**config.mk**
```make
export PLATFORM = sky130hd
export DESIGN_NAME = mem_port_arbiter
export DESIGN_NICKNAME = d
export VERILOG_FILES = /design/src/rtl/mem_port_arbiter.sv
export SDC_FILE = /design/constraint.sdc
export NUM_CORES = 1
export LEC_CHECK = 0
export BUFFER_PORTS_ARGS = -buffer_cell sky130_fd_sc_hd__buf_4
export CAP_MARGIN = 20
export CORE_ASPECT_RATIO = 1.25
export CORE_MARGIN = 4
export CORE_UTILIZATION = 40
export DETAILED_ROUTE_END_ITERATION = 6
export GPL_TIMING_DRIVEN = 1
export PLACE_DENSITY = 0.73
export SYNTH_ARGS = -nofsm -noshare
export SYNTH_HDL_FRONTEND = slang
export SYNTH_SLANG_ARGS = --single-unit
```
**constraint.sdc**
```tcl
create_clock -name clk -period 2.8 [get_ports clk]
set_input_delay 0.28 -clock clk [delete_from_list [all_inputs] [get_ports clk]]
set_output_delay 0.28 -clock clk [all_outputs]
set_load 0.02 [all_outputs]
```
**src/rtl/mem_port_arbiter.sv**
```systemverilog
// Shares one asynchronous-read memory port between the CPU (0) and the loader/debug port (1).
// Round-robin arbitration by default; define ARB_FIXED_PRIO_EN for fixed CPU priority.
//
// state   | meaning
// IDLE    | waiting for a request; winner and its request latched on the edge leaving here
// ACCESS  | memory driven from the latched request; read data captured at end of cycle
// DONE    | one-cycle ack to the owner, grant still held
// ILLEGAL | unused code, recovers to IDLE
module mem_port_arbiter #(
    parameter int AW = 8,
    parameter int DW = 8
) (
    input  logic          clk,
    input  logic          rst,
    input  logic          req0,
    input  logic          req1,
    input  logic          we0,
    input  logic          we1,
    input  logic [AW-1:0] addr0,
    input  logic [AW-1:0] addr1,
    input  logic [DW-1:0] wdata0,
    input  logic [DW-1:0] wdata1,
    output logic          ack0,
    output logic          ack1,
    output logic          gnt0,
    output logic          gnt1,
    output logic [DW-1:0] rdata,
    output logic          busy,
    output logic [AW-1:0] mem_addr,
    output logic [DW-1:0] mem_wdata,
    output logic          mem_write,
    input  logic [DW-1:0] mem_rdata
);

    typedef enum logic [1:0] {
        IDLE    = 2'b00,
        ACCESS  = 2'b01,
        DONE    = 2'b10,
        ILLEGAL = 2'b11
    } state_t;

    state_t        state;
    state_t        state_nxt;
    logic          owner;
    logic          lat_we;
    logic [AW-1:0] lat_addr;
    logic [DW-1:0] lat_wdata;
    logic [DW-1:0] rdata_q;
    logic          win;
    logic          any_req;
    logic          take;

    assign any_req = req0 | req1;
    assign take    = (state == IDLE) && any_req;

`ifdef ARB_FIXED_PRIO_EN
    always_comb win = ~req0;
`else
    // last holds the previous winner; reset to 1 so the CPU wins the first tie
    logic last;

    always_comb begin
        win = 1'b0;
        if (req0 && req1)
            win = ~last;
        else if (req1)
            win = 1'b1;
    end

    always_ff @(posedge clk or negedge rst) begin
        if (!rst)
            last <= 1'b1;
        else if (take)
            last <= win;
    end
`endif

    always_ff @(posedge clk or negedge rst) begin
        if (!rst)
            state <= IDLE;
        else
            state <= state_nxt;
    end

    always_ff @(posedge clk or negedge rst) begin
        if (!rst) begin
            owner     <= 1'b0;
            lat_we    <= 1'b0;
            lat_addr  <= '0;
            lat_wdata <= '0;
            rdata_q   <= '0;
        end else begin
            if (take) begin
                owner     <= win;
                lat_we    <= win ? we1 : we0;
                lat_addr  <= win ? addr1 : addr0;
                lat_wdata <= win ? wdata1 : wdata0;
            end
            if (state == ACCESS && !lat_we)
                rdata_q <= mem_rdata;
        end
    end

    // outputs depend only on state and latched registers, never on req
    always_comb begin
        state_nxt = state;
        busy      = 1'b1;
        gnt0      = 1'b0;
        gnt1      = 1'b0;
        ack0      = 1'b0;
        ack1      = 1'b0;
        mem_write = 1'b0;
        case (state)
            IDLE: begin
                busy = 1'b0;
                if (any_req)
                    state_nxt = ACCESS;
            end
            ACCESS: begin
                gnt0      = ~owner;
                gnt1      = owner;
                mem_write = lat_we;
                state_nxt = DONE;
            end
            DONE: begin
                gnt0      = ~owner;
                gnt1      = owner;
                ack0      = ~owner;
                ack1      = owner;
                state_nxt = IDLE;
            end
            default: state_nxt = IDLE;
        endcase
    end

    assign rdata     = rdata_q;
    assign mem_addr  = lat_addr;
    assign mem_wdata = lat_wdata;

endmodule

```
==> impl_summary.md <==
Outcome
The flow ran to the end, and the final reports show no timing, DRC or antenna violations.

Final layout
The multi-input combinational cells in the finished layout cover a total of 618.1 um2. The antenna cell count is 0. At the end of the flow, the number of nets in the layout was 264. The area taken by flip-flops and latches is 726.9 um2. The layout cell share with drive strength beyond 1 is 49.53%.

The filler cells instantiated in the layout total 304. The area growth from synthesis to layout is 44.47%.

Pwr
In this run, the clock network consumes 13.4% of the power. The internal portion of the total power is 1.389 mW. Of the total power, the share spent switching nets is 41.89%. The sequential power share is 32.3%.

The logic gate share of total power is 54.3%. The power after layout is 2.391 mW. The total net switching power is 1.002 mW. The worst voltage drop across the vdd grid is 0.7104 mV. In this run the power density over the cells is 1160 mW/mm2. For this design the static power due to leakage is 1.008 nW.

Clock tree
The number of gates resized after CTS is 0. The number of clock buffers added by TritonCTS is 5. The count of buffers added by post-CTS timing repair for setup is 0.

The clock tree synthesis step divided the H-tree into 2 levels. The clock passes through at most 2 buffers. Clock-pin slew was measured on the worst setup and hold paths at 0.06 ns.

TritonCTS built the clock tree. Clock latency on the worst-skew pair, taken at its later pin, is 0.28 ns. The total number of clock tree sinks is 29. The clock root buffer master is clkbuf_8.

Yosys
The most used flip-flop cell after synthesis is dfrtp_1. For this run, the number of Yosys warnings is 0. The number of nets in the synthesized netlist is 189.

The count of distinct cell types in the synthesized netlist is 20. The average instance in the mapped netlist occupies 10.34 um2. The most numerous cell in the Yosys netlist is dfrtp_1. Sorting the synthesized cells by area gives the leading types as dfrtp_1 (49%), a21oi_1 (9.1%), mux2_2 (7.9%). In the synthesized netlist, the cells that appear most often are dfrtp_1 (28), a21oi_1 (26), nand2_1 (18). The area share of the largest cell type after synthesis is 49.12%. Counting flops and latches in the post-synthesis netlist gives 29. The share of the Yosys chip area taken by registers is 50.96%.

The cell count after synthesis is 138. The synthesized design contains 0 enable-type register cells. The library cell with the largest summed area after synthesis is dfrtp_1. The proportion of synthesized flip-flops having asynchronous set or reset is 100.0%. The total standard cell area after synthesis is 0.001426 mm2.

Critical path
The largest fanout on the critical path is 8. The critical path startpoint category is a register. The delay of the slowest critical-path stage is 0.56 ns. The master of the slowest instance on the critical path is nor2b_1. In this run the worst setup path begins at state[1]. The internal reg-to-reg setup slack is 1.02 ns. Walking the worst path, the cells encountered are inv_1 > ha_1 > nor2b_1 > mux2_2. In this run the critical register-to-register path is captured at rdata[0]. The number of cells on the worst reg-to-reg path is 4. The data required time at the worst endpoint is 2.96 ns. At the worst endpoint, the arrival time is 1.94 ns.

In this run the critical register-to-register path is launched from state[1]. The critical path start-end classification is register to register. The kind of end point of the critical path is a register. The endpoint of the most critical setup path is rdata[0].

Floorplan
The area of the core is 0.003453 mm2. The floorplan step defined a die boundary enclosing 0.004591 mm2. 76 I/O pins were placed.

The initial utilization of the core area, before any placement, comes to 41.30%. The die is 61.41 um wide. The placement row count is 24. In this run the vertical extent of the chip is 74.77 um.

Timing
Setup repair after global routing left no endpoint under its margin. The highest achievable clock rate is 561.4 MHz. Setup total negative slack on the finished layout was measured at 0 ns.

At the pin with the least slew margin, the transition time is 0.7937 ns. The final critical-path required period is 1.781 ns. Setup violations remaining at the end of the flow were counted as 0. Across the routed clock network, the largest skew measured is 0.004871 ns.

The final count of hold timing violations is 0. The worst setup slack after layout is 1.019 ns. The total count of max-transition violations in the final report is 0.

The worst path uses 63.62% of the clock period. Headroom to the max-slew limit came out at 47.08%.

Routing
The violation count after the first detailed-route iteration is 32. The number of remaining DRC errors is 0. The average vias per placed instance is 4.988. The total routed wirelength is 3.610 mm. After detailed routing, the average wire length per cell comes to 14.27 um. The count of nets left with antenna violations after detail routing is 0. Detailed routing inserted a total of 1262 vias. The length of the first detailed-routing pass in iterations is 4.

Flow run
The max-cap violation count is 0.

Placed design
The HPWL reported at the end of detailed placement is 2.739 mm. The count of port buffers added during placement is 75. At the end of routability-driven placement, the weighted congestion stood at 0.7431. The worst setup timing slack at the placement stage is 1.033 ns.

Global routing
The initial antenna violation count is 0. Global routing used 16.44% of the available tracks across all layers. Entering global routing, the biggest net connects 30 pins. The residual overflow from global routing is 0. The first global-routing pass estimated 5.692 mm of wire. The number of global-route vias before repair is 1343.

Worst hold path
The worst hold-check path type is input port to register.
## per-stage QoR
stage	instances	hold slack, ns	instance area (um2)	util [%]
floorplan	138	-0.01559	1426	-
global placement	244	0.2213	1968	56.99
detailed placement	244	0.2232	1968	56.99
CTS	253	0.2254	2061	59.67
global route	253	0.2321	2061	59.67
finish	253	0.2301	2061	59.67
## routing by layer
metal / global-route usage [%] / share of wire (%) / up-vias
met3: 4.631 / 11 / 5
met2: 29.29 / 51 / 58
met1: 18.52 / 37 / 588
met5: 0 / 0 / -
met4: 5.660 / 1.0 / 0
li1: - / - / 611
## cell type report
class / instances / area share, %
sequential: 29 / 35.28
multi-input combinational: 98 / 29.99
timing repair buffer: 76 / 27.81
clock buffer: 6 / 3.522
tap: 39 / 2.368
inverter: 3 / 0.5464
clock inverter: 2 / 0.4857
## flip-flops by register name, summed over array words and instances (netlist names)
register and count:
mem_addr 8, mem_wdata 8, rdata 8, state 2, last 1, lat_we 1
owner 1
## placed cells by master (no fill, tap or decap)
| cell | n |
|---|---|
| o21a_1 | 1 |
| clkbuf_1 | 1 |
| dfrtp_1 | 28 |
| mux2_2 | 10 |
| clkbuf_8 | 5 |
| o21ai_2 | 2 |
| clkinv_2 | 2 |
| dlygate4sd3_1 | 1 |
| a31oi_1 | 1 |
| buf_4 | 75 |
| a21bo_2 | 1 |
| nor2_1 | 17 |
| a21boi_4 | 1 |
| nor3_1 | 1 |
| nor2b_1 | 3 |
| dfstp_2 | 1 |
| ha_1 | 5 |
| a21oi_2 | 9 |
| nand2_1 | 18 |
| a21oi_1 | 26 |
| inv_1 | 3 |
| and2_1 | 3 |
## worst min-delay path by stage
| stage | start | to | cells past startpoint |
|---|---|---|---|
| 6_report | req0 | last | 2 |
| 3_3_place_gp | rst | mem_addr[3] | 1 |
| 3_5_place_dp | rst | rdata[1] | 1 |
| 5_1_grt | mem_rdata[4] | rdata[4] | 2 |
| 2_1_floorplan | rst | lat_we | 0 |
| 4_1_cts | req0 | last | 2 |
## logic make-up (layout without fill, tap and decap cells)
group                    Yosys count  count (layout)  synth area share, %
AO/OA/AOI/OAI                     41              41                18.86
adder cells (fa/ha/maj)            5               5                4.386
buffers and inverters             11              87                5.701
flip-flops                        29              29                50.97
multiplexers                      10              10                7.895
AND/OR/NAND/NOR                   42              42                12.19
## power groups by stage
stage | sequential (mW) | combinational, mW | clock (mW)
2_1_floorplan | 0.977 | 0.619 | 0
3_5_place_dp | 0.777 | 1.32 | 0
4_1_cts | 0.772 | 1.32 | 0.331
3_3_place_gp | 0.767 | 1.28 | 0
5_1_grt | 0.799 | 1.42 | 0.347
6_report | 0.772 | 1.30 | 0.321
## critical path: cells and delay by family, from the launching register on
family	cells	cell delay (ns)
buffers and inverters	1	0.12
muxes	1	0.41
and+or+nand+nor	1	0.56
adders and majority gates	1	0.16
DFF	1	0.40
## what timing repair did
action,CTS,global route
endpoints found under the hold margin,28,0
hold buffers,1,0
endpoints found under the setup margin,0,0
Note: power is estimated with default switching activity, not from simulation.
